`src/rtl/noaa_window_sequencer.sv`:
```
// Control sequencer for the NOAA mean / sigma-refinement datapath.
// Collects NSAMP samples, runs one mean pass then NITER sigma passes, guarded by a per-pass watchdog.
module noaa_window_sequencer #(
  parameter int NSAMP   = 8,
  parameter int NITER   = 4,
  parameter int TIMEOUT = 255
) (
  input  logic       CLK,
  input  logic       RESET,
  input  logic       START,
  input  logic       TN_VALID,
  input  logic       CALC_DONE,
  output logic       CLEAR,
  output logic       SAMPLE,
  output logic       MODE,
  output logic       CALC_GO,
  output logic       SIGMA_LOAD,
  output logic [3:0] ITER,
  output logic       BUSY,
  output logic       DONE,
  output logic       ERR
);

  localparam logic [3:0] NSAMP_C   = 4'(NSAMP);
  localparam logic [3:0] NITER_C   = 4'(NITER);
  localparam logic [7:0] TIMEOUT_C = 8'(TIMEOUT);

  typedef enum logic [2:0] {
    S_IDLE,
    S_CLR,
    S_COLLECT,
    S_MEAN,
    S_SD,
    S_FIN
  } state_t;

  state_t     state, state_n;
  logic [3:0] samp_cnt, samp_cnt_n;
  logic [7:0] wd_cnt, wd_cnt_n;

  logic       clear_n, sample_n, mode_n, go_n, sl_n, busy_n, done_n, err_n;
  logic [3:0] iter_n;

  logic last_sample, wd_expire, more_passes;

  assign last_sample = (samp_cnt + 4'd1) == NSAMP_C;
  assign wd_expire   = (wd_cnt + 8'd1) == TIMEOUT_C;
  assign more_passes = (ITER + 4'd1) < NITER_C;

  // State and registered outputs
  always_ff @(posedge CLK) begin
    if (RESET) begin
      state      <= S_IDLE;
      samp_cnt   <= '0;
      wd_cnt     <= '0;
      CLEAR      <= 1'b0;
      SAMPLE     <= 1'b0;
      MODE       <= 1'b0;
      CALC_GO    <= 1'b0;
      SIGMA_LOAD <= 1'b0;
      ITER       <= '0;
      BUSY       <= 1'b0;
      DONE       <= 1'b0;
      ERR        <= 1'b0;
    end else begin
      state      <= state_n;
      samp_cnt   <= samp_cnt_n;
      wd_cnt     <= wd_cnt_n;
      CLEAR      <= clear_n;
      SAMPLE     <= sample_n;
      MODE       <= mode_n;
      CALC_GO    <= go_n;
      SIGMA_LOAD <= sl_n;
      ITER       <= iter_n;
      BUSY       <= busy_n;
      DONE       <= done_n;
      ERR        <= err_n;
    end
  end

  // Next state; CALC_DONE takes priority over watchdog expiry
  always_comb begin
    state_n = state;
    unique case (state)
      S_IDLE:    if (START) state_n = S_CLR;
      S_CLR:     state_n = S_COLLECT;
      S_COLLECT: if (TN_VALID && last_sample) state_n = S_MEAN;
      S_MEAN: begin
        if (CALC_DONE)      state_n = S_SD;
        else if (wd_expire) state_n = S_IDLE;
      end
      S_SD: begin
        if (CALC_DONE)      state_n = more_passes ? S_SD : S_FIN;
        else if (wd_expire) state_n = S_IDLE;
      end
      S_FIN:     state_n = S_IDLE;
      default:   state_n = S_IDLE;
    endcase
  end

  // Next values of the registered outputs and counters
  always_comb begin
    clear_n    = 1'b0;
    sample_n   = 1'b0;
    go_n       = 1'b0;
    sl_n       = 1'b0;
    done_n     = 1'b0;
    mode_n     = MODE;
    iter_n     = ITER;
    err_n      = ERR;
    samp_cnt_n = samp_cnt;
    wd_cnt_n   = wd_cnt;
    busy_n     = (state_n != S_IDLE);
    unique case (state)
      S_IDLE: begin
        if (START) begin
          clear_n    = 1'b1;
          err_n      = 1'b0;
          iter_n     = '0;
          mode_n     = 1'b0;
          samp_cnt_n = '0;
        end
      end
      S_CLR: begin
        samp_cnt_n = '0;
        wd_cnt_n   = '0;
      end
      S_COLLECT: begin
        if (TN_VALID) begin
          sample_n   = 1'b1;
          samp_cnt_n = samp_cnt + 4'd1;
          if (last_sample) begin
            go_n     = 1'b1;
            mode_n   = 1'b0;
            wd_cnt_n = '0;
          end
        end
      end
      S_MEAN: begin
        if (CALC_DONE) begin
          go_n     = 1'b1;
          mode_n   = 1'b1;
          wd_cnt_n = '0;
        end else if (wd_expire) begin
          err_n    = 1'b1;
          mode_n   = 1'b0;
          wd_cnt_n = '0;
        end else begin
          wd_cnt_n = wd_cnt + 8'd1;
        end
      end
      S_SD: begin
        if (CALC_DONE) begin
          sl_n     = 1'b1;
          iter_n   = ITER + 4'd1;
          wd_cnt_n = '0;
          if (more_passes) go_n = 1'b1;
          else             done_n = 1'b1;
        end else if (wd_expire) begin
          err_n    = 1'b1;
          mode_n   = 1'b0;
          wd_cnt_n = '0;
        end else begin
          wd_cnt_n = wd_cnt + 8'd1;
        end
      end
      default: ;
    endcase
  end

endmodule
```
`config.mk`:
```
export PLATFORM = sky130hd
export DESIGN_NAME = noaa_window_sequencer
export DESIGN_NICKNAME = d
export VERILOG_FILES = /design/src/rtl/noaa_window_sequencer.sv
export SDC_FILE = /design/constraint.sdc
export NUM_CORES = 1
export LEC_CHECK = 0
export CAP_MARGIN = 20
export CORE_MARGIN = 2
export CORE_UTILIZATION = 55
export DETAILED_ROUTE_END_ITERATION = 7
export PLACE_DENSITY_LB_ADDON = 0.15
export REMOVE_ABC_BUFFERS = 1
export SYNTH_ARGS = -nofsm -noshare
export SYNTH_HDL_FRONTEND = slang
export SYNTH_SLANG_ARGS = --single-unit
```
`constraint.sdc`:
```
create_clock -name CLK -period 3.19 [get_ports CLK]
set_input_delay 0.319 -clock CLK [delete_from_list [all_inputs] [get_ports CLK]]
set_output_delay 0.319 -clock CLK [all_outputs]
set_load 0.01 [all_outputs]
```
---- Yosys cells after proc, flatten, opt, wreduce, memory -nomap -nowiden ----
Cells that the tools add are included.
storage, ports and cells
  flip-flop bits (word level) ............. 27
  logic and storage cells ................. 87
  output and inout bits ................... 12
  input bits .............................. 5
cells by class
  $add $sub $neg .......................... 3
  equal/unequal tests ..................... 13
  multiplexer cells ....................... 36
  order comparisons ....................... 1
  reduce and logical (&&, ||, !) cells .... 18
  bitwise gates (word level) .............. 4
operators with widths
  kind                 count
  $mux 8               4
  $pmux 8 s3           1
  $mux 1               17
  $mux 3               5
  $pmux 3 s5           1
  $mux 4               3
  $ne 2x2->1 const B   6
  $pmux 4 s3           1
  $reduce_and 3->1     3
  $reduce_bool 3->1    3
  $add 4x1->4 const B  2
  $add 8x1->8 const B  1
  $eq 8x8->1 const B   1
  $pmux 4 s2           1
  $reduce_or 2->1      4
  $eq 3x2->1 const B   2
  $reduce_and 5->1     1
  $eq 4x4->1 const B   1
  $lt 4x3->1 const B   1
  $not 1->1            4
  $pmux 1 s4           1
  $reduce_and 4->1     1
  $reduce_bool 2->1    2
  $reduce_bool 4->1    1
  other kinds (8)      8

---- Depth between registers and ports, before layout ----
  word-level depth ........................ 6
  mapped depth ............................ 7
  gate-level depth less buffers ........... 6

---- Worst setup path after synthesis ----
No wires, ideal clock.
  path kind ............................... reg-to-reg
  start ................................... register samp_cnt[0]
  end ..................................... register wd_cnt[2]
  cell stages (with the launch flop) ...... 7
  required time ........................... 3.070 ns
  data arrival time ....................... 1.579 ns
  setup time .............................. 0.120 ns
  period minus slack after synthesis ...... 1.699 ns
  buffers on the path ..................... 0
  path slack .............................. 1.491 ns
  cell sequence ........................... dfxtp_1 -> ha_1 -> and2_1 -> a21oi_1 -> o22a_1 -> o21a_1 -> a211o_1
on the way
  word-level cells in the longest chain between the ends .. 4
ends and longest elaborated chain
  item                               line  RTL
  start: declaration                 38    logic [3:0] samp_cnt, samp_cnt_n;
  start signal: assignment           67    samp_cnt <= samp_cnt_n;
  $add 4x1->4                        46    assign last_sample = (samp_cnt + 4'd1) == NSAMP_C;
  $eq 4x4->1                         46
  $ne 2x2->1 (no source line)        n/a
  $reduce_and 3->1 (no source line)  n/a
  end signal: assignment             68    wd_cnt <= wd_cnt_n;
  end: declaration                   39    logic [7:0] wd_cnt, wd_cnt_n;
No other way between the ends.
A chain may end at the register's enable or synchronous reset.

---- Worst setup path after layout ----
  start ................................... register wd_cnt[0]
  end ..................................... register wd_cnt[7]
on the way
  word-level cells in the longest chain between the ends .. 5
ends and longest elaborated chain
  item           line          RTL
  $add 8x1->8 *  47, 149, 164
  $eq 8x8->1     47            assign wd_expire = (wd_cnt + 8'd1) == TIMEOUT_C;
  $mux 8 *       144, 159
  $mux 8 *       140           if (CALC_DONE) begin
  $pmux 8 s3 *   114           unique case (state)
Every way passes the cells marked *; elsewhere a longest branch is shown, timed or not.

==> metrics.csv <==
stage;metric;value;unit
floorplanning;Die Ht;55.24;um
cts;CTS buffer count;3;
routing;vias per cell;6.071;
synthesis;register bit count reported by yosys;27;
grt;Total GRT Usage;19.71;%
place;Port Buffers;16;
synthesis;syn avg cell area;8.595;sq um
synthesis;register area share after synthesis;37.44;%
power;PD cells;348.8;nW/um^2
sta;Max Freq;0.5076;GHz
sta;Final min period;1.970;ns
cts;clock buffer depth;2;
min_path;Worst Hold Endpoint;wd_cnt[1];
cts;CTS clk-pin slew, worst paths;0.15;ns
synthesis;Synth Warn #;0;
power;Switch Pwr;151.8;uW
floorplanning;Initial Util;58.28;%
critical_path;CP top delay family;compound AO/OA/AOI/OAI gates;
sta;Fin Hold WS;0.5166;ns
power;power share of the sequential group;61.9;%
grt;antenna violations before repair;0;
floorplanning;# IOs;17;
sta;Pins Over Slew Limit;0;
critical_path;worst reg2reg endpoint;wd_cnt[7];
cells_and_area;layout cell share with drive strength beyond 1;6.593;%
synthesis;post-synthesis cell area;1444;sq um
cells_and_area;Final nets;193;
min_path;Hold Path Class;flip-flop to flip-flop;
routing;Post-DRT Antenna Nets;0;
critical_path;Worst Path Arrival;2.21;ns
cells_and_area;antenna cells;0;
power;Sw Ratio;26.55;%
sta;fin crit share;61.76;%
routing;Vias;1287;
grt;largest net degree at the start of global routing;20;
run_status;status;complete, no violations;
min_path;worst hold start;wd_cnt[1];
cells_and_area;Area Growth Syn to Fin;13.52;%
critical_path;nature of the critical path endpoint;flip-flop;
critical_path;slowest CP cell;o211ai_2;
floorplanning;Rows;18;
job;max cap viols;0;
cts;Post-CTS Setup Bufs;0;
critical_path;Required @ worst endpoint;3.43;ns
power;combinational share of power;11.3;%
cts;Clock Latency Late Sink;0.33;ns
grt;first-pass GRT wire length;5071;um
routing;DRC Markers;0;
cts;hold_buf cts;0;
synthesis;top_reg_cell synth;dfxtp_1;
critical_path;CP Cell Sequence;ha_1, xor2_1, nand4_1, o211ai_2, nor2_1, a211o_1;
synthesis;async set or reset register ratio after synthesis;0;%
grt;vias in the first global route;1200;
sta;RSZ-0062 raised after global routing;no;
sta;sum of negative setup slack;0;ns
cts;clock root cell;clkbuf_4;
power;clock share of power;26.8;%
critical_path;CP bufs+invs;0;
routing;overall routed net length;2916;um
cts;Gates resized, CTS repair;0;
power;Pint;419.8;uW
critical_path;R2R depth;6;
cells_and_area;fillcell total;218;
cells_and_area;commonest cells after routing, fill and taps aside;27 x dfxtp_1, 20 x nor2_1, 16 x clkdlybuf4s50_1, 11 x a21oi_1, 9 x nand2_1;
power;static leakage power;0.6295;nW
routing;Routed WL per cell;13.75;um
routing;drt first pass iters;4;
sta;Slew HR;53.26;%
cts;CTS tree;done;
critical_path;critical path startpoint category;flip-flop;
floorplanning;area of the die;3051;sq um
routing;DR iter-0 viols;31;
cts;Clock Sink Count;27;
cells_and_area;leading cell type in the layout, fill and taps excluded;dfxtp_1;
cells_and_area;final core occ;66.16;%
sta;clk_skew;0.001295;ns
sta;Final setup viols;0;
sta;Final Hold Vio Count;0;
critical_path;slowest stage delay, CP;0.49;ns
synthesis;Netlist cell types;50;
critical_path;reg2reg setup slack;1.22;ns
grt;grt total ovfl;0;
place;Placer Congestion;0.8942;
synthesis;Post-synth EDFFs;0;
critical_path;Worst Path Max Fanout;11;
min_path;Hold Path Stages;1;
sta;Worst Tran Pin Value;0.6990;ns
critical_path;FF-to-FF Start;wd_cnt[0];
synthesis;Mapped Cells;168;
critical_path;Worst Path Class, Setup;flip-flop to flip-flop;
power;VDD IR-drop max;233.7;uV
place;Detailed Place HPWL;2129;um
cts;H-tree depth reported by CTS;1;
floorplanning;Die W;55.24;um
floorplanning;core area;2477;sq um
==> cells by family after synthesis <==
logic type	share of synthesized area [%]
adder cells (fa/ha/maj)	4.333
AND/OR/NAND/NOR	27.99
multiplexers	1.387
buffers and inverters	3.033
XOR/XNOR	2.427
flip-flops	37.44
AO/OA/AOI/OAI	23.40
==> area by class of cell <==
type,count,area [sq um],area share [%]
Clock inverter,1,7.507,0.4580
Sequential cell,27,540.5,32.98
Multi-Input combinational cell,132,859.6,52.44
Clock buffer,3,22.52,1.374
Tap cell,30,37.54,2.290
Timing Repair Buffer,16,160.2,9.771
Inverter,3,11.26,0.6870
==> how the worst max path moves through the flow <==
stage              start        end  slack, ns  cells past startpoint
5_1_grt        wd_cnt[0]  wd_cnt[7]       1.05                      6
3_5_place_dp       RESET  wd_cnt[7]       0.94                      5
3_3_place_gp       RESET  wd_cnt[7]       1.01                      5
6_report       wd_cnt[0]  wd_cnt[7]       1.22                      6
2_1_floorplan  wd_cnt[0]  wd_cnt[2]       1.46                      6
4_1_cts        wd_cnt[0]  wd_cnt[7]       1.18                      6
==> synth_stat cells, types with 3 or more instances <==
library cell | count | share of area [%]
o21ai_1 | 3 | 1.0
a211o_1 | 3 | 1.8
nor2b_1 | 3 | 1.3
dfxtp_1 | 27 | 37
nand3b_1 | 4 | 2.1
ha_1 | 5 | 4.3
a31oi_1 | 4 | 1.7
a21oi_1 | 11 | 3.8
clkbuf_1 | 3 | 0.78
and2_1 | 4 | 1.7
and3_1 | 3 | 1.3
a22oi_1 | 4 | 2.1
nand3_1 | 6 | 2.1
nand2_1 | 9 | 2.3
nand2b_1 | 5 | 2.2
nor2_1 | 20 | 5.2
inv_1 | 3 | 0.78
o21ai_0 | 6 | 2.1
a21o_1 | 4 | 2.1
nor3_1 | 4 | 1.4
==> power groups by stage <==
stage / Sequential (mW) / Combinational [mW] / Clock, mW
finish: 0.354 / 0.0645 / 0.153
global route: 0.355 / 0.0719 / 0.168
CTS: 0.353 / 0.0635 / 0.161
detailed placement: 0.361 / 0.0631 / 0
global placement: 0.360 / 0.0625 / 0
floorplan: 0.360 / 0.0359 / 0
==> routing by layer <==
metal	track usage, %	wire length [um]	vias up
met5	0	0	-
met4	6.969	29	0
met3	2.342	122	4
met2	32.99	1396	39
met1	26.18	1367	608
li1	-	-	636
==> flip-flops by register name, summed over array words and instances (netlist names), 3 cells and up <==
name / cells
samp_cnt: 4
ITER: 4
state: 3
wd_cnt: 8
==> per-stage QoR <==
stage	total power [mW]	std cells	worst slack (ns)	area (sq um)
floorplan	0.3963	162	1.463	1411
global placement	0.4223	208	1.013	1609
detailed placement	0.4239	208	0.9351	1609
CTS	0.5780	212	1.181	1639
global route	0.5945	212	1.050	1639
finish	0.5716	212	1.220	1639
Note: power is estimated with default switching activity, not from simulation.
